===== src/rtl/srt4_pkg.sv =====
// rtl/srt4_pkg.sv - shared constants and types for the radix-4 SRT divider datapath
//
// Purpose : operand/remainder widths, control-vector bit positions and the
//           quotient-digit encoding used by srt4_datapath and srt4_addsub.
// Contents: N, PW, CW, C_* control bit indices, digit_e, decode_digit().
package srt4_pkg;

    localparam int N  = 8;        // operand width
    localparam int PW = N + 3;    // remainder width: sign + 2 guard bits
    localparam int CW = 17;       // control vector width

    localparam int C_LOAD_A = 0;
    localparam int C_LOAD_B = 1;
    localparam int C_NORM   = 2;
    localparam int C_SHIFT  = 3;
    localparam int C_DP1    = 4;
    localparam int C_DN1    = 5;
    localparam int C_DN2    = 6;
    localparam int C_DP2    = 7;
    localparam int C_UPD    = 8;
    localparam int C_SUB    = 9;
    localparam int C_2B     = 10;
    localparam int C_CNT1   = 11;
    localparam int C_RSVD   = 12;
    localparam int C_QCONV  = 13;
    localparam int C_DENORM = 14;
    localparam int C_LOAD_R = 15;
    localparam int C_HOLD   = 16;

    typedef enum logic [2:0] {
        D0  = 3'd0,
        DP1 = 3'd1,
        DN1 = 3'd2,
        DP2 = 3'd3,
        DN2 = 3'd4
    } digit_e;

    // sel is ctrl[7:4]; the group should be one-hot, lowest bit wins otherwise
    function automatic digit_e decode_digit(input logic [3:0] sel);
        digit_e dig;
        dig = D0;
        if (sel[0])      dig = DP1;
        else if (sel[1]) dig = DN1;
        else if (sel[2]) dig = DN2;
        else if (sel[3]) dig = DP2;
        return dig;
    endfunction

endpackage


===== src/rtl/srt4_addsub.sv =====
// rtl/srt4_addsub.sv - PW-bit adder/subtractor with B / 2B operand select
//
// Purpose : y = a +/- (sel_2b ? 2B : B), B zero-extended to PW bits,
//           wrapping two's complement arithmetic.
// Ports   : a      in  PW  partial remainder P
//           b      in  N   divisor register B
//           sel_2b in  1   use 2B instead of B
//           sub    in  1   1 = subtract, 0 = add
//           y      out PW  result
module srt4_addsub
    import srt4_pkg::*;
(
    input  logic [PW-1:0] a,
    input  logic [N-1:0]  b,
    input  logic          sel_2b,
    input  logic          sub,
    output logic [PW-1:0] y
);

    logic [PW-1:0] opnd;

    always_comb begin
        opnd = sel_2b ? {{(PW-N-1){1'b0}}, b, 1'b0} : {{(PW-N){1'b0}}, b};
        y    = sub ? (a - opnd) : (a + opnd);
    end

endmodule


===== src/rtl/srt4_datapath.sv =====
// rtl/srt4_datapath.sv - radix-4 SRT divider datapath driven by a 17-bit control vector
//
// Purpose : holds P:A, B, redundant quotient QP/QN, counters cnt1/cnt2 and the
//           result registers; each asserted ctrl bit performs one register
//           action at the next rising edge. Status outputs are register taps.
// Ports   : clk, rst (sync, active-high)
//           dividend[N], divisor[N], ctrl[17]
//           b7, b[4], msbp[6], cnt1[2], p8, cnt2[3]  status to the CU
//           q_out[N], r_out[N], div0                  results
//           ctrl_err (only with SRT4_DP_CTRL_CHECK_EN) sticky control-misuse flag
// Config  : SRT4_DP_CTRL_CHECK_EN adds the ctrl_err checker and port.
module srt4_datapath
    import srt4_pkg::*;
(
    input  logic          clk,
    input  logic          rst,
    input  logic [N-1:0]  dividend,
    input  logic [N-1:0]  divisor,
    input  logic [CW-1:0] ctrl,
    output logic          b7,
    output logic [3:0]    b,
    output logic [5:0]    msbp,
    output logic [1:0]    cnt1,
    output logic          p8,
    output logic [2:0]    cnt2,
    output logic [N-1:0]  q_out,
    output logic [N-1:0]  r_out,
    output logic          div0
`ifdef SRT4_DP_CTRL_CHECK_EN
    ,
    output logic          ctrl_err
`endif
);

    logic [PW-1:0] p_q, p_d;
    logic [N-1:0]  a_q, a_d;
    logic [N-1:0]  b_q, b_d;
    logic [N-1:0]  qp_q, qp_d;
    logic [N-1:0]  qn_q, qn_d;
    logic [1:0]    cnt1_q, cnt1_d;
    logic [2:0]    cnt2_q, cnt2_d;
    digit_e        d_q, d_d;
    logic          corr_q, corr_d;
    logic [N-1:0]  q_out_q, q_out_d;
    logic [N-1:0]  r_out_q, r_out_d;
    logic          div0_q, div0_d;
    logic          hold_q, hold_d;

    digit_e        dig_new;
    logic          as_sub, as_2b;
    logic [PW-1:0] as_y;
    logic [N-1:0]  q_conv;
    logic          out_wr_en;

    // ctrl[9]/ctrl[10] duplicate what the digit register already encodes;
    // ctrl[12] is reserved.
    logic unused_ctrl;
    assign unused_ctrl = ^{ctrl[C_RSVD], ctrl[C_2B], ctrl[C_SUB]};

    // One adder serves both the digit update (P - d*B) and the final
    // correction (P + B, selected when the digit register is zero).
    always_comb begin
        as_sub = 1'b0;
        as_2b  = 1'b0;
        case (d_q)
            DP1:     begin as_sub = 1'b1; as_2b = 1'b0; end
            DN1:     begin as_sub = 1'b0; as_2b = 1'b0; end
            DP2:     begin as_sub = 1'b1; as_2b = 1'b1; end
            DN2:     begin as_sub = 1'b0; as_2b = 1'b1; end
            default: begin as_sub = 1'b0; as_2b = 1'b0; end
        endcase
    end

    srt4_addsub u_addsub (
        .a      (p_q),
        .b      (b_q),
        .sel_2b (as_2b),
        .sub    (as_sub),
        .y      (as_y)
    );

    // Redundant-to-binary quotient conversion, less one if corrected.
    assign q_conv = qp_q - qn_q - {{(N-1){1'b0}}, corr_q};

    assign out_wr_en = !hold_q && !ctrl[C_HOLD];

    always_comb begin
        p_d     = p_q;
        a_d     = a_q;
        b_d     = b_q;
        qp_d    = qp_q;
        qn_d    = qn_q;
        cnt1_d  = cnt1_q;
        cnt2_d  = cnt2_q;
        d_d     = d_q;
        corr_d  = corr_q;
        q_out_d = q_out_q;
        r_out_d = r_out_q;
        div0_d  = div0_q;
        hold_d  = hold_q;
        dig_new = decode_digit(ctrl[C_DP2:C_DP1]);

        if (ctrl[C_LOAD_B]) begin
            b_d    = divisor;
            div0_d = (divisor == '0);
        end

        if (ctrl[C_LOAD_A]) begin
            // Load starts a fresh division and overrides every other action
            // on the registers it owns.
            a_d    = dividend;
            p_d    = '0;
            qp_d   = '0;
            qn_d   = '0;
            cnt1_d = '0;
            cnt2_d = '0;
            corr_d = 1'b0;
            hold_d = 1'b0;
        end else begin
            if (ctrl[C_NORM] && !ctrl[C_LOAD_B]) begin
                b_d = b_q << 1;
            end

            // P/A have a single writer per edge: norm > shift > update > denorm
            if (ctrl[C_NORM]) begin
                {p_d, a_d} = {p_q, a_q} << 1;
            end else if (ctrl[C_SHIFT]) begin
                {p_d, a_d} = {p_q, a_q} << 2;
            end else if (ctrl[C_UPD] && !ctrl[C_QCONV]) begin
                p_d = as_y;
                if (d_q == D0) begin
                    corr_d = 1'b1;
                end
            end else if (ctrl[C_DENORM]) begin
                p_d = {p_q[PW-1], p_q[PW-1:1]};
            end

            if (ctrl[C_NORM]) begin
                cnt2_d = (cnt2_q == 3'd7) ? cnt2_q : cnt2_q + 3'd1;
            end else if (ctrl[C_DENORM]) begin
                cnt2_d = (cnt2_q == 3'd0) ? cnt2_q : cnt2_q - 3'd1;
            end

            if (ctrl[C_SHIFT]) begin
                d_d  = dig_new;
                qp_d = {qp_q[N-3:0], (dig_new == DP2), (dig_new == DP1)};
                qn_d = {qn_q[N-3:0], (dig_new == DN2), (dig_new == DN1)};
            end else if (ctrl[C_UPD] && !ctrl[C_QCONV] && (d_q != D0)) begin
                d_d = D0;
            end

            if (ctrl[C_CNT1]) begin
                cnt1_d = cnt1_q + 2'd1;
            end

            if (out_wr_en && ctrl[C_UPD] && ctrl[C_QCONV]) begin
                q_out_d = q_conv;
            end
            if (out_wr_en && ctrl[C_LOAD_R]) begin
                r_out_d = p_q[N-1:0];
            end

            if (ctrl[C_HOLD]) begin
                hold_d = 1'b1;
            end
        end
    end

    always_ff @(posedge clk) begin
        if (rst) begin
            p_q     <= '0;
            a_q     <= '0;
            b_q     <= '0;
            qp_q    <= '0;
            qn_q    <= '0;
            cnt1_q  <= '0;
            cnt2_q  <= '0;
            d_q     <= D0;
            corr_q  <= 1'b0;
            q_out_q <= '0;
            r_out_q <= '0;
            div0_q  <= 1'b0;
            hold_q  <= 1'b0;
        end else begin
            p_q     <= p_d;
            a_q     <= a_d;
            b_q     <= b_d;
            qp_q    <= qp_d;
            qn_q    <= qn_d;
            cnt1_q  <= cnt1_d;
            cnt2_q  <= cnt2_d;
            d_q     <= d_d;
            corr_q  <= corr_d;
            q_out_q <= q_out_d;
            r_out_q <= r_out_d;
            div0_q  <= div0_d;
            hold_q  <= hold_d;
        end
    end

    assign b7    = b_q[N-1];
    assign b     = b_q[N-1:N-4];
    assign msbp  = p_q[PW-1:PW-6];
    assign p8    = p_q[PW-1];
    assign cnt1  = cnt1_q;
    assign cnt2  = cnt2_q;
    assign q_out = q_out_q;
    assign r_out = r_out_q;
    assign div0  = div0_q;

`ifdef SRT4_DP_CTRL_CHECK_EN
    logic ctrl_err_q, ctrl_err_d;
    logic ce_multi, ce_orphan, ce_clash;

    always_comb begin
        ce_multi   = ($countones(ctrl[C_DP2:C_DP1]) > 1);
        ce_orphan  = (|ctrl[C_DP2:C_DP1]) && !ctrl[C_SHIFT];
        ce_clash   = ctrl[C_UPD] && ctrl[C_LOAD_A];
        ctrl_err_d = ctrl_err_q;
        if (ctrl[C_LOAD_A]) begin
            ctrl_err_d = 1'b0;
        end
        // A violation in the load cycle itself must still be flagged.
        if (ce_multi || ce_orphan || ce_clash) begin
            ctrl_err_d = 1'b1;
        end
    end

    always_ff @(posedge clk) begin
        if (rst) begin
            ctrl_err_q <= 1'b0;
        end else begin
            ctrl_err_q <= ctrl_err_d;
        end
    end

    assign ctrl_err = ctrl_err_q;
`else
    // Default build: no control-vector checker.
`endif

endmodule


===== config.mk =====
export PLATFORM = sky130hd
export DESIGN_NAME = srt4_datapath
export DESIGN_NICKNAME = d
export VERILOG_FILES = /design/src/rtl/srt4_pkg.sv /design/src/rtl/srt4_addsub.sv /design/src/rtl/srt4_datapath.sv
export SDC_FILE = /design/constraint.sdc
export NUM_CORES = 1
export LEC_CHECK = 0
export CAP_MARGIN = 15
export CORE_ASPECT_RATIO = 1.1
export CORE_UTILIZATION = 50
export CTS_CLUSTER_DIAMETER = 80
export CTS_CLUSTER_SIZE = 28
export DETAILED_ROUTE_END_ITERATION = 8
export PLACE_DENSITY = 0.73
export SYNTH_ARGS = -nofsm -noshare
export SYNTH_HDL_FRONTEND = slang
export SYNTH_SLANG_ARGS = --single-unit

===== constraint.sdc =====
create_clock -name clk -period 5.32 [get_ports clk]
set_input_delay 1.064 -clock clk [delete_from_list [all_inputs] [get_ports clk]]
set_output_delay 1.064 -clock clk [all_outputs]
set_load 0.05 [all_outputs]

==> impl_metrics.json, run 1 <==
{
  "holdBufCountCts": 0,
  "drive_above_1_share_pct": 4.69,
  "routed_wirelength_mm": 10.8,
  "route.antenna.remaining_nets": 0,
  "rr_startpoint": "d_q[1]",
  "critical_path_class": "reg -> reg",
  "p_per_area_nw_per_um2": 245,
  "worstSetupStartpoint": "d_q[1]",
  "synth_edf_count": 0,
  "total_leakage_power_nw": 2.03,
  "slew_headroom_pct": 47.4,
  "clkLatencyLatePin_ps": 350,
  "postCtsSetupBuffers": 0,
  "postLayoutCellArea_um2": 5290,
  "critPathCaptureType": "flop",
  "globalRouteTotalUtil_pct": 24.1,
  "grt_use_met3_pct": 4.35,
  "yosysUniqueCellTypes": 50,
  "fillers": 785,
  "cts_resized": 0,
  "synth_area_um2": 4480,
  "setup_viol": 0,
  "avgSynthCellArea_um2": 7.47,
  "status": "completed",
  "hold_violations": 0,
  "cts_htree_levels": 3,
  "cts_buffers": 9,
  "startpoint_type": "flop",
  "die_area_um2": 9340,
  "hp-class": "reg -> reg",
  "rsz0062_at_grt": "false",
  "period_needed_ps": 4170,
  "drv_slew": 0,
  "peakVddDrop_mv": 0.151,
  "switchingPower_w": 0.000407,
  "first_pass_iters": 6,
  "grt_first_pass_wirelength_mm": 18.1,
  "fin_worst_skew_ps": 8.09,
  "num_io_pins": 69,
  "worstHoldStart": "q_out[6]",
  "clkPwrFrac_pct": 34.1,
  "clock-sinks": 70,
  "worstMarginPinSlew_ps": 783,
  "drc": 0,
  "p_comb_share_pct": 22.4,
  "grt_pass1_vias": 3868,
  "pwr-share-seq_pct": 43.5,
  "vias": 4251,
  "tns_ps": 0,
  "fin_crit_sh_pct": 78.3,
  "drtIter0Drc": 145,
  "use_met2_pct": 41.8,
  "drt-wirelength-per-cell_um": 14.3,
  "clk_path_buf_depth": 2,
  "vias_per_cell": 5.67,
  "crit_fanout": 17,
  "rows": 35,
  "synth_top_flop_cell": "dfxtp_1",
  "grt-busiest-layer": "met2",
  "p_int_w": 0.000887,
  "place_area_um2": 5080,
  "drv_cap": 0,
  "overflow": 0,
  "synthCells": 600,
  "port_buffers": 65,
  "cp_data_required_time_ps": 5550,
  "dpl.hpwl_mm": 7.92,
  "fin_nets": 694,
  "die_y_um": 101,
  "synth_nets": 660,
  "gp_congestion": 0.865,
  "area_delta_synth_final_pct": 18.0,
  "yosysWarnings": 0,
  "tritoncts": "built",
  "cts.clk_slew.worst_paths_ps": 80,
  "swShare_pct": 31.4,
  "grt_max_degree": 39,
  "die_x_um": 92.2,
  "seq_area_frac_synth_pct": 31.3,
  "root_buffer": "clkbuf_8",
  "crit_arrival_ps": 4400,
  "ys_ff_latch": 70,
  "max_freq_mhz": 240,
  "synth_async_sr_flop_share_pct": 0,
  "core_um2": 8540,
  "start_util_pct": 52.5,
  "diodes": 0,
  "use_met1_pct": 30.9,
  "antenna_found_initial": 0
}
==> cells in the final DEF, fill, tap and decap left out, types with 10 or more instances in the layout <==
cell and count:
a21oi_1 79, clkdlybuf4s50_1 65, dfxtp_1 70, ha_1 21
inv_1 30, mux2i_1 28, nand2_1 60, nor2_1 84
nor3_1 13, o21ai_0 34, o22ai_1 10, xnor2_1 14
==> power groups by stage <==
stage | Clock [W] | Sequential, W | Combinational, W
after detailed placement | 0 | 0.000575 | 0.000287
after global placement | 0 | 0.000574 | 0.000282
after CTS | 0.000450 | 0.000563 | 0.000290
after global routing | 0.000479 | 0.000566 | 0.000320
final | 0.000441 | 0.000563 | 0.000290
after floorplan | 0 | 0.000575 | 0.000210
==> cell type report <==
cell class / instances / area, um2 / area share (%)
multi-input cells: 452 / 2740 / 51.7
flip-flops and latches: 70 / 1400 / 26.5
repair buffers: 71 / 696 / 13.2
well taps: 111 / 139 / 2.63
clock buffers: 9 / 124 / 2.34
inverters: 30 / 113 / 2.13
clock inverters: 7 / 80.1 / 1.51
==> cell usage after synthesis (all sizes together) (2+ instances only) <==
master   n  area (um2)
nor2    84         315
a21oi   79         395
dfxtp   70        1400
nand2   60         225
o21ai   36         180
clkbuf  32         120
inv     30         113
mux2i   28         280
ha      21         263
buf     16         110
xnor2   14         123
nor3    13        65.1
o22ai   10        62.6
nand3    9        45.0
nor2b    9        56.3
a31oi    8        50.1
xor2     8        70.1
and3     7        43.8
nand2b   7        43.8
a22oi    5        37.5
o211ai   5        37.5
o21a     5        37.5
a21o     4        31.3
fa       4        80.1
or3      4        40.0
a221oi   3        26.3
o31ai    3        22.5
or2      3        18.8
a211o    2        17.5
a21boi   2        15.0
a221o    2        20.0
a311oi   2        17.5
nor3b    2        15.0
nor4     2        12.5
o21bai   2        15.0
==> worst max-delay path, cell delays in order (launching register included) <==
cell and delay, ps:
dfxtp_1 660, nor2_1 260, a22oi_1 210, o22ai_1 100, a31oi_1 220, ha_1 260
nand2b_1 90, a311oi_1 240, o21a_1 230, nand2_1 140, xnor2_1 150, o22ai_1 130
a21oi_1 70, ha_1 240, a21oi_1 230, inv_1 60, a21oi_1 180, nand2_1 60
o21ai_0 200, xor2_1 200, o22ai_1 100
==> registers in the layout (all words and copies together) (netlist names) <==
name    count
r_out       8
d_q         3
qp_q        8
q_out       8
a_q         8
cnt2        3
corr_q      1
cnt1        2
div0        1
p_q        11
qn_q        8
hold_q      1
b_q         8
==> path summary, 6_finish.rpt <==
check | endpoint | slack, ps | cells after the start
worst max register to register | p_q[9] | 1150 | 20
worst min-delay path | q_out[6] | 460 | 2
worst min register to register | q_out[6] | 460 | 2
worst max-delay path | p_q[9] | 1150 | 20
==> logic make-up after synthesis <==
group,synth area share (%)
compound gates,22.5
xor+xnor,4.30
fa+ha+maj,7.65
buf+inv,7.65
flops,31.3
mux,6.26
simple gates,20.3
==> routing by layer <==
metal | share of wire [%] | wire length, um
met3 | 5.8 | 629
met4 | 1.1 | 121
met5 | 0 | 0
met1 | 44 | 4680
met2 | 50 | 5330
==> through the flow <==
step | hold WS, ps | instances | total power (W) | setup slack [ps] | utilization, %
floorplan | 437 | 600 | 0.000785 | 1660 | -
global placement | 444 | 734 | 0.000857 | 1280 | 59.5
detailed placement | 446 | 734 | 0.000862 | 1210 | 59.5
CTS | 461 | 750 | 0.00130 | 1190 | 61.9
global route | 483 | 750 | 0.00137 | 762 | 61.9
finish | 456 | 750 | 0.00129 | 1150 | 61.9
No activity file was read; power rests on OpenSTA's default activity.
==> run 2, diff against run 1 <==
Clock period 5.32 ns to 4.4 ns, I/O delays scaled along.
==> run 2 against run 1 <==
Via count grew 1.3%; sequential power grew 21%; cell count grew 0.40%; register-to-register slack lost 680 ps; combinational power grew 22%; clock power grew 39%; final area grew 0.90%; first-iteration DRC count grew 41%; sequential share of layout area shrank 0.24 points; critical path type unchanged; largest cell class unchanged; highest routed layer unchanged.
==> impl_metrics.json, run 2 (synthesis results as in run 1) <==
{
  "critPathMaxStageDelay_ps": 570,
  "cts_resized": 0,
  "total_leakage_power_nw": 2.06,
  "slew_headroom_pct": 45.9,
  "clock-sinks": 70,
  "area_delta_synth_final_pct": 19.1,
  "critical_path_class": "reg -> reg",
  "port_buffers": 65,
  "die_y_um": 101,
  "fin_crit_sh_pct": 89.3,
  "drive_above_1_share_pct": 5.14,
  "drc": 0,
  "drt-wirelength-per-cell_um": 14.8,
  "period_needed_ps": 3930,
  "root_buffer": "clkbuf_8",
  "cts.clk_slew.worst_paths_ps": 90,
  "rows": 35,
  "diodes": 0,
  "vias_per_cell": 5.72,
  "tns_ps": 0,
  "p_int_w": 0.00113,
  "mostFrequentLayoutCell": "nor2_1",
  "max_freq_mhz": 255,
  "place_area_um2": 5110,
  "core_um2": 8540,
  "postLayoutCellArea_um2": 5340,
  "swShare_pct": 31.1,
  "r2r_slack_ps": 470,
  "top_register": "p_q",
  "p_per_area_nw_per_um2": 309,
  "switchingPower_w": 0.000512,
  "route.antenna.remaining_nets": 0,
  "clkLatencyLatePin_ps": 350,
  "drtIter0Drc": 204,
  "hold_slack_ps": 458,
  "routed.top_layer": "met4",
  "pwr-share-seq_pct": 41.3,
  "globalRouteTotalUtil_pct": 24.6,
  "setup_viol": 0,
  "grt_first_pass_wirelength_mm": 18.7,
  "drv_slew": 0,
  "fin_ws_ps": 473,
  "tritoncts": "built",
  "gp_congestion": 0.871,
  "die_x_um": 92.2,
  "crit_arrival_ps": 4160,
  "crit_fanout": 13,
  "vias": 4307,
  "post-place-ws_ps": 521,
  "drv_cap": 0,
  "hold_violations": 0,
  "grt_max_degree": 39,
  "grt_pass1_vias": 4021,
  "largest_reg_flops": 11,
  "num_io_pins": 69,
  "fin_nets": 697,
  "peakVddDrop_mv": 0.197,
  "most-common-layout-cells": "nor2_1, a21oi_1, dfxtp_1",
  "status": "completed",
  "wl_met3_um": 407,
  "holdBufCountCts": 0,
  "die_area_um2": 9340,
  "clkPwrFrac_pct": 37.3,
  "rsz0062_at_grt": "false",
  "cp_data_required_time_ps": 4640,
  "critPathCaptureType": "flop",
  "first_pass_iters": 5,
  "drt-met1-wl_mm": 5.01,
  "routed_wirelength_mm": 11.2,
  "postCtsSetupBuffers": 0,
  "cpMaxStageDelayCell": "dfxtp_1",
  "power_w": 0.00165,
  "crit_path_cell_trace": "nor2_1 > a22oi_1 > o22ai_1 > a31oi_1 > ha_1 > nand2b_1 > a311oi_1 > o21a_1 > nand2_1 > xnor2_1 > o22ai_1 > a21oi_1 > ha_1 > a21oi_1 > inv_1 > a21oi_1 > nand2_1 > o21ai_0 > xor2_1 > o22ai_1",
  "hp-class": "reg -> reg",
  "fin_worst_skew_ps": 8.68,
  "wl_met2_mm": 5.58,
  "clk_path_buf_depth": 2,
  "worstMarginPinSlew_ps": 806,
  "overflow": 0,
  "p_comb_share_pct": 21.4,
  "antenna_found_initial": 0,
  "dpl.hpwl_mm": 8.13,
  "start_util_pct": 52.5,
  "cts_htree_levels": 3,
  "startpoint_type": "flop",
  "cts_buffers": 9
}
## run 2: worst paths after layout
check	cells after the start	start	endpoint
worst min register to register	2	q_out[4]	q_out[4]
worst max register to register	20	d_q[0]	p_q[9]
worst min-delay path	2	q_out[4]	q_out[4]
worst max-delay path	20	d_q[0]	p_q[9]
## run 2: routing by layer
layer / up-vias / track usage (%)
met4: 0 / 6.97
met2: 108 / 43.0
li1: 2154 / -
met1: 2028 / 31.2
met5: - / 0
met3: 17 / 4.20
## run 2: cell type report
class,instances,area (um2)
well taps,111,139
multi-input cells,452,2740
inverters,30,113
repair buffers,74,718
flip-flops and latches,70,1400
clock inverters,7,105
clock buffers,9,124
fillers,785,3200
## run 2: worst max-delay path, delay by kind of cell, from the launching register on
| kind | cells | cell delay [ps] |
|---|---|---|
| AO/OA/AOI/OAI | 11 | 1920 |
| XOR/XNOR | 2 | 340 |
| adder cells (fa/ha/maj) | 2 | 500 |
| buffers and inverters | 1 | 70 |
| flip-flops | 1 | 570 |
| AND/OR/NAND/NOR | 4 | 420 |
## run 2: stage by stage
| stage | util, % | cells |
|---|---|---|
| 2_1_floorplan | - | 600 |
| 3_3_place_gp | 59.8 | 737 |
| 3_5_place_dp | 59.8 | 737 |
| 4_1_cts | 62.5 | 753 |
| 5_1_grt | 62.5 | 753 |
| 6_report | 62.5 | 753 |
## run 2: power by group through the flow
stage	registers, W	clock network [W]	logic (W)
after floorplan	0.000696	0	0.000254
after CTS	0.000680	0.000624	0.000352
after global placement	0.000694	0	0.000345
final	0.000680	0.000614	0.000353
after detailed placement	0.000695	0	0.000348
after global routing	0.000684	0.000644	0.000390
==> run 3, diff against run 2 <==
==> constraint.sdc (replaced) <==
create_clock -name clk -period 4.4 [get_ports clk]
set_input_delay 0.66 -clock clk [delete_from_list [all_inputs] [get_ports clk]]
set_output_delay 0.66 -clock clk [all_outputs]
set_load 0.05 [all_outputs]
==> run 3 against run 2 <==
Final area shrank 0.19%; first-iteration DRC count fell by 22%; wire length fell by 3.5%; sequential power barely moved; highest routed layer unchanged; largest cell class unchanged; largest power group unchanged; total power decreased by 2.3%; critical path depth unchanged; clock skew shrank 2.3 ps; via count is 1.6% lower; cell count unchanged; core utilization is 0.12 points lower; clock power is 6.0% lower; hold slack about the same.
==> impl_metrics.json, run 3 (synthesis results as in run 1) <==
{
  "grt_first_pass_wirelength_mm": 18.1,
  "critical_path_class": "reg -> reg",
  "area_delta_synth_final_pct": 18.9,
  "globalRouteTotalUtil_pct": 24.0,
  "mostFrequentLayoutCell": "nor2_1",
  "most-common-layout-cells": "nor2_1, a21oi_1, dfxtp_1",
  "first_pass_iters": 4,
  "hold_slack_ps": 458,
  "die_x_um": 92.2,
  "period_needed_ps": 3940,
  "start_util_pct": 52.5,
  "route.antenna.remaining_nets": 0,
  "top_register": "p_q",
  "num_io_pins": 69,
  "tritoncts": "built",
  "cts_htree_levels": 3,
  "antenna_found_initial": 0,
  "holdBufCountCts": 0,
  "postCtsSetupBuffers": 0,
  "rows": 35,
  "vias": 4238,
  "max_freq_mhz": 254,
  "drv_slew": 0,
  "startpoint_type": "flop",
  "cts_resized": 0,
  "fin_nets": 697,
  "hp-class": "reg -> reg",
  "rsz0062_at_grt": "false",
  "drc": 0,
  "drt-wirelength-per-cell_um": 14.3,
  "drtIter0Drc": 159,
  "clk_path_buf_depth": 2,
  "slew_headroom_pct": 47.8,
  "gp_congestion": 0.883,
  "setup_viol": 0,
  "worstMarginPinSlew_ps": 777,
  "port_buffers": 65,
  "tns_ps": 0,
  "cts_buffers": 9,
  "crit_arrival_ps": 4170,
  "power_w": 0.00161,
  "die_y_um": 101,
  "clock-sinks": 70,
  "die_area_um2": 9340,
  "crit_fanout": 13,
  "core_um2": 8540,
  "dpl.hpwl_mm": 7.95,
  "status": "completed",
  "overflow": 0,
  "cts.clk_slew.worst_paths_ps": 80,
  "routed_wirelength_mm": 10.8,
  "grt_pass1_vias": 3825,
  "drv_cap": 0,
  "grt_max_degree": 39,
  "largest_reg_flops": 11,
  "diodes": 0,
  "root_buffer": "clkbuf_8",
  "vias_per_cell": 5.63,
  "peakVddDrop_mv": 0.220,
  "critPathCaptureType": "flop",
  "fin_crit_sh_pct": 89.4,
  "clkLatencyLatePin_ps": 350,
  "total_leakage_power_nw": 2.05,
  "fin_worst_skew_ps": 6.40,
  "cp_data_required_time_ps": 4640,
  "hold_violations": 0,
  "drive_above_1_share_pct": 5.14,
  "p_per_area_nw_per_um2": 302,
  "utilization_pct": 62.4
}
==> run 3: cell count changes in the layout (fill, tap and decap cells not counted), sizes merged <==
cell | before | now
clkinv | 1 | 2
clkinvlp | 1 | 2
inv | 33 | 31
==> run 3: cell type report <==
type	count	area, um2
clock buffers	9	124
inverters	30	113
clock inverters	7	97.6
flip-flops and latches	70	1400
fillers	774	3210
repair buffers	74	716
multi-input cells	452	2740
well taps	111	139
==> run 3: through the flow <==
stage | area [um2] | std cells | setup slack, ps
2_1_floorplan | 4480 | 600 | 735
3_3_place_gp | 5100 | 736 | 628
3_5_place_dp | 5100 | 736 | 522
4_1_cts | 5320 | 752 | 504
5_1_grt | 5330 | 753 | 66.0
6_report | 5330 | 753 | 465
==> run 3: worst max-delay path, stage by stage, from the launching register on <==
cell	delay (ps)
dfxtp_1	570
nor2_1	120
a22oi_1	160
o22ai_1	90
a31oi_1	210
ha_1	260
nand2b_1	90
a311oi_1	240
o21a_1	250
nand2_1	140
xnor2_1	160
o22ai_1	130
a21oi_1	80
ha_1	250
a21oi_1	250
inv_1	70
a21oi_1	200
nand2_1	60
o21ai_0	190
xor2_1	190
o22ai_1	90
==> run 3: report_power, final <==
part           switching, W  internal [W]  leakage, nW  total [W]
Sequential        0.0000291      0.000651        0.569   0.000680
Combinational      0.000197      0.000155         1.38   0.000351
Clock              0.000257      0.000321        0.106   0.000577
==> run 3: final timing paths <==
| kind | startpoint | to | slack, ps | depth (start not counted) |
|---|---|---|---|---|
| setup / recovery | d_q[0] | p_q[9] | 460 | 20 |
| hold / removal | q_out[4] | q_out[4] | 460 | 2 |
| setup reg to reg | d_q[0] | p_q[9] | 460 | 20 |
| hold reg to reg | q_out[4] | q_out[4] | 460 | 2 |
==> run 3: metal layers <==
layer / vias to the layer above / global-route usage [%] / share of wire, %
li1: 2144 / - / -
met1: 1992 / 31.1 / 45
met2: 89 / 40.6 / 49
met3: 13 / 3.98 / 3.6
met4: 0 / 8.29 / 1.5
met5: - / 0 / 0
